File: config.mk
export PLATFORM = sky130hd
export DESIGN_NAME = bus_sched
export DESIGN_NICKNAME = d
export VERILOG_FILES = /design/src/rtl/bus_sched.sv
export SDC_FILE = /design/constraint.sdc
export NUM_CORES = 1
export LEC_CHECK = 0
export CORE_MARGIN = 4
export CORE_UTILIZATION = 39
export CTS_CLUSTER_SIZE = 40
export DETAILED_ROUTE_END_ITERATION = 8
export MAX_ROUTING_LAYER = met4
export PLACE_DENSITY = 0.75
export SKIP_CTS_REPAIR_TIMING = 1
export SYNTH_ARGS = -nofsm -noshare
export SYNTH_HDL_FRONTEND = slang
export SYNTH_SLANG_ARGS = --single-unit
export TNS_END_PERCENT = 50
File: constraint.sdc
create_clock -name clk -period 2 [get_ports clk]
set_input_delay 0.2 -clock clk [delete_from_list [all_inputs] [get_ports clk]]
set_output_delay 0.2 -clock clk [all_outputs]
set_load 0.005 [all_outputs]
File: src/rtl/bus_sched.sv
// Fixed-priority bus scheduler (console > Unibus adapter > CPU) with ACK routing and a
// non-existent-memory timeout that acknowledges the owner and records the failing address.
module bus_sched #(
  parameter logic [7:0] TIMEOUT = 8'd64
) (
  input  logic        clk,
  input  logic        rst_n,
  input  logic        cslREQI,
  input  logic        ubaREQI,
  input  logic        cpuREQI,
  input  logic        slvACKI,
  input  logic [35:0] addrI,
  output logic        cslGNTO,
  output logic        ubaGNTO,
  output logic        cpuGNTO,
  output logic        cslACKO,
  output logic        ubaACKO,
  output logic        cpuACKO,
  output logic        nxmO,
  output logic [35:0] nxmADDRO,
  output logic        busyO
);

  typedef enum logic [1:0] {
    StIdle = 2'b00,
    StBusy = 2'b01,
    StWait = 2'b10
  } state_e;

  state_e      r_state, w_state_d;
  logic [7:0]  r_cnt, w_cnt_d;
  logic [2:0]  r_gnt, w_gnt_d;   // {csl, uba, cpu}
  logic [2:0]  r_ack, w_ack_d;
  logic        r_nxm, w_nxm_d;
  logic [35:0] r_nxm_addr, w_nxm_addr_d;

  logic [2:0]  w_req;
  logic        w_owner_req;

  assign w_req       = {cslREQI, ubaREQI, cpuREQI};
  assign w_owner_req = |(r_gnt & w_req);

  always_ff @(posedge clk or negedge rst_n) begin
    if (!rst_n) begin
      r_state    <= StIdle;
      r_cnt      <= 8'd0;
      r_gnt      <= 3'b000;
      r_ack      <= 3'b000;
      r_nxm      <= 1'b0;
      r_nxm_addr <= 36'o0;
    end else begin
      r_state    <= w_state_d;
      r_cnt      <= w_cnt_d;
      r_gnt      <= w_gnt_d;
      r_ack      <= w_ack_d;
      r_nxm      <= w_nxm_d;
      r_nxm_addr <= w_nxm_addr_d;
    end
  end

  always_comb begin
    w_state_d    = r_state;
    w_cnt_d      = r_cnt;
    w_gnt_d      = r_gnt;
    w_ack_d      = 3'b000;
    w_nxm_d      = 1'b0;
    w_nxm_addr_d = r_nxm_addr;
    case (r_state)
      StIdle: begin
        w_gnt_d = 3'b000;
        if (|w_req) begin
          if (cslREQI)      w_gnt_d = 3'b100;
          else if (ubaREQI) w_gnt_d = 3'b010;
          else              w_gnt_d = 3'b001;
          w_cnt_d   = 8'd0;
          w_state_d = StBusy;
        end
      end
      StBusy: begin
        // Abort takes precedence: an owner that withdrew its request gets no ACK.
        if (!w_owner_req) begin
          w_gnt_d   = 3'b000;
          w_cnt_d   = 8'd0;
          w_state_d = StIdle;
        end else if (slvACKI) begin
          w_ack_d   = r_gnt;
          w_state_d = StWait;
        end else if (r_cnt == TIMEOUT - 8'd1) begin
          w_ack_d      = r_gnt;
          w_nxm_d      = 1'b1;
          w_nxm_addr_d = addrI;
          w_state_d    = StWait;
        end else if (r_cnt != 8'hFF) begin
          w_cnt_d = r_cnt + 8'd1;
        end
      end
      StWait: begin
        if (!w_owner_req) begin
          w_gnt_d   = 3'b000;
          w_state_d = StIdle;
        end
      end
      default: begin
        w_gnt_d   = 3'b000;
        w_cnt_d   = 8'd0;
        w_state_d = StIdle;
      end
    endcase
  end

  assign cslGNTO  = r_gnt[2];
  assign ubaGNTO  = r_gnt[1];
  assign cpuGNTO  = r_gnt[0];
  assign cslACKO  = r_ack[2];
  assign ubaACKO  = r_ack[1];
  assign cpuACKO  = r_ack[0];
  assign nxmO     = r_nxm;
  assign nxmADDRO = r_nxm_addr;
  assign busyO    = (r_state == StBusy) || (r_state == StWait);

endmodule

==> impl_results.rst <==
.. list-table::
   :header-rows: 1

   * - Metric
     - Value
   * - Run status
     - complete, no violations
   * - Routed length on met3
     - 369 µm
   * - Length of routed wiring on met1
     - 2410 µm
   * - Worst endpoint required time
     - 2.24 ns
   * - Inserted Clock Buffers
     - 5
   * - Critical path buffers and inverters
     - 1
   * - Endpoint type of the worst setup path
     - flop
   * - Worst R2R Setup Slack
     - 0.08 ns
   * - Post-synth EDFFs
     - 0
   * - Type of the worst setup path
     - flop to flop
   * - Initial Util
     - 0.408
   * - Global Route Usage Sum
     - 0.152
   * - Number of instances in the synthesized netlist
     - 168
   * - Highest net fanout along the worst path
     - 4
   * - Met2 WL
     - 2280 µm
   * - Via density
     - 5.14
   * - Post-placement cell area
     - 0.00331 mm²
   * - Largest clock skew in the final design
     - 0.00394 ns
   * - Layout Cell Area excl Fill
     - 0.00346 mm²
   * - Slowest stage cell, crit path
     - sky130_fd_sc_hd__or4_4
   * - Overall routed net length
     - 5160 µm
   * - CP Data Arrival Time
     - 2.16 ns
   * - GRT Residual Overflow
     - 0
   * - Max-slew headroom
     - 0.645
   * - Final Max Slew Viols
     - 0
   * - DRT antenna net count
     - 0
   * - Number of sinks driven by the clock tree
     - 53
   * - Uppermost layer routed
     - met4
   * - Die outline area
     - 0.00711 mm²
   * - Core footprint
     - 0.00557 mm²
   * - Startpoint kind of the worst setup timing path
     - flop
   * - Post-DP HPWL
     - 4000 µm
   * - Syn Nets
     - 215
   * - Die extent in y
     - 84.4 µm
   * - Total of endpoints with negative setup slack in the final report
     - 0
   * - Root buffer cell
     - sky130_fd_sc_hd__clkbuf_8
   * - Most frequent cells in the layout
     - sky130_fd_sc_hd__clkdlybuf4s50_1 (84), sky130_fd_sc_hd__dfrtp_1 (53), sky130_fd_sc_hd__mux2_1 (37), sky130_fd_sc_hd__buf_4 (16), sky130_fd_sc_hd__nand3_1 (10)
   * - Chip Width
     - 84.4 µm
   * - Avg Synthesized Cell Area
     - 13.5 µm²
   * - Number of standard-cell rows in the floorplan
     - 27
   * - Diodes inserted
     - 0
   * - Most used DFF post-synth
     - sky130_fd_sc_hd__dfrtp_1
   * - Wire length per cell after detailed routing
     - 14.9 µm
   * - Fraction of layout instances using a drive strength above 1
     - 0.124
   * - Slew at the pin closest to its max-slew limit
     - 0.532 ns
   * - Maximum clock insertion buffer count
     - 2
   * - Cell area after synthesis
     - 0.00227 mm²
   * - Count of unresolved DRC violations after routing
     - 0
   * - Clock period minus final worst setup slack
     - 1.92 ns
   * - Weighted congestion reported at the end of routability-driven placement
     - 0.873
   * - Post-layout util
     - 0.621
   * - Vias in the first global route
     - 1752
   * - CTS clk-pin slew, worst paths
     - 0.09 ns
   * - Path category of the worst min-delay check
     - input pin to asynchronous set/reset pin
   * - Vias after detailed routing
     - 1777
   * - Pin count of the biggest net entering global routing
     - 31
   * - Post-route clock period utilization
     - 0.960
   * - Ports
     - 86
   * - Kind of cell adding the most delay to the critical path
     - simple AND/OR/NAND/NOR gates
   * - Final Net Count
     - 320
   * - Worst-Skew Late Latency
     - 0.30 ns
   * - Setup TNS
     - 0 ns
   * - Largest stage delay on the critical path
     - 0.47 ns
   * - Total of warnings raised by yosys
     - 0
   * - Starting DRT DRC Count
     - 66
   * - VDD IR-drop max
     - 0.447 mV
   * - Cells traversed along the worst timing path
     - inv_2 > ha_4 > nor4b_2 > or2_4 > a211o_1 > or4_4 > nand3_1
   * - Synthesized flop and latch total
     - 53
   * - Clock tree from TritonCTS
     - built
   * - Worst setup margin
     - 0.0798 ns
   * - Max-cap violation count
     - 0
   * - Count of unique library cells instantiated by Yosys
     - 38
   * - Global-route wire length before repair
     - 8490 µm
   * - Total leakage power
     - 1.66 nW
   * - Setup repair after global routing missed its margin
     - false
   * - Sequential fraction of the synthesis area
     - 0.583
   * - Port Buffer Count
     - 85
   * - Pwr/cell area
     - 704 mW/mm²
   * - Layout overhead on the synthesized area
     - 52.3%
   * - Fraction of registers with async set/reset
     - 1.00
   * - Highest attainable clock frequency
     - 521 MHz
   * - Worst slack at placement
     - -0.0813 ns
   * - Final Hold Violating Endpoints
     - 0
   * - Smallest hold slack
     - 0.401 ns
   * - H-tree lvl count
     - 2
   * - Router iterations before antenna repair
     - 4
   * - Antenna violations before repair
     - 0
   * - Most frequent standard cell in the layout excluding fill and tap cells
     - sky130_fd_sc_hd__clkdlybuf4s50_1
## area by class of cell
| cell class | instances | area [µm²] |
|---|---|---|
| timing repair buffer | 104 | 1020 |
| sequential | 53 | 1330 |
| clock buffer | 6 | 82.6 |
| clock inverter | 2 | 37.5 |
| multi-input combinational | 106 | 900 |
| tap | 72 | 90.1 |
| inverter | 3 | 11.3 |
| fill | 431 | 2110 |
## metal layers
layer | GRT usage | vias up
li1 | - | 831
met4 | 0.0504 | 0
met5 | - | -
met2 | 0.218 | 78
met1 | 0.208 | 861
met3 | 0.0412 | 7
## synth_stat cells, drive strengths merged, types with 2 or more instances
master | instances | share of area
ha | 5 | 0.028
mux2 | 37 | 0.18
and3 | 8 | 0.022
nand2 | 8 | 0.013
o211ai | 3 | 0.0099
buf | 5 | 0.025
a21oi | 3 | 0.0066
dfrtp | 53 | 0.58
nand3 | 10 | 0.022
o41ai | 2 | 0.0077
nor2 | 3 | 0.0050
o21ai | 4 | 0.0088
inv | 3 | 0.0050
## path summary, 6_finish.rpt
| check | from | cells after the start | end |
|---|---|---|---|
| setup / recovery | r_state[1]$_DFFE_PN0P_ | 7 | r_cnt[5]$_DFFE_PN0P_ |
| hold / removal | rst_n | 2 | nxmADDRO[1]$_DFFE_PN0P_ |
| setup reg to reg | r_state[1]$_DFFE_PN0P_ | 7 | r_cnt[5]$_DFFE_PN0P_ |
| hold reg to reg | nxmADDRO[14]$_DFFE_PN0P_ | 1 | nxmADDRO[14]$_DFFE_PN0P_ |
| max in group asynchronous | rst_n | 3 | r_cnt[6]$_DFFE_PN0P_ |
| min in group clk | nxmADDRO[14]$_DFFE_PN0P_ | 1 | nxmADDRO[14]$_DFFE_PN0P_ |
## power breakdown
group | total (mW) | switching (mW) | internal, mW
combinational | 0.539 | 0.239 | 0.300
clock | 0.752 | 0.345 | 0.407
sequential | 1.15 | 0.0369 | 1.11
## flip-flops by register name, indices dropped and copies added (netlist names)
register	cells
nxmADDRO	36
nxmO	1
r_ack	3
r_cnt	8
r_gnt	3
r_state	2
## cell families (layout without fill, tap and decap cells)
group                    after synthesis  after routing  synth area share
multiplexers                          37             37             0.183
AND/OR/NAND/NOR                       40             40            0.0974
adder cells (fa/ha/maj)                5              5            0.0275
XOR/XNOR                               1              1           0.00385
AO/OA/AOI/OAI                         23             23            0.0732
flip-flops                            53             53             0.583
buffers and inverters                  9            115            0.0314
## per-stage QoR
step | std cells | power (mW)
floorplan | 168 | 1.39
global placement | 337 | 1.67
detailed placement | 337 | 1.67
CTS | 345 | 2.43
global route | 346 | 2.58
finish | 346 | 2.44
Note: power is estimated with default switching activity, not from simulation.
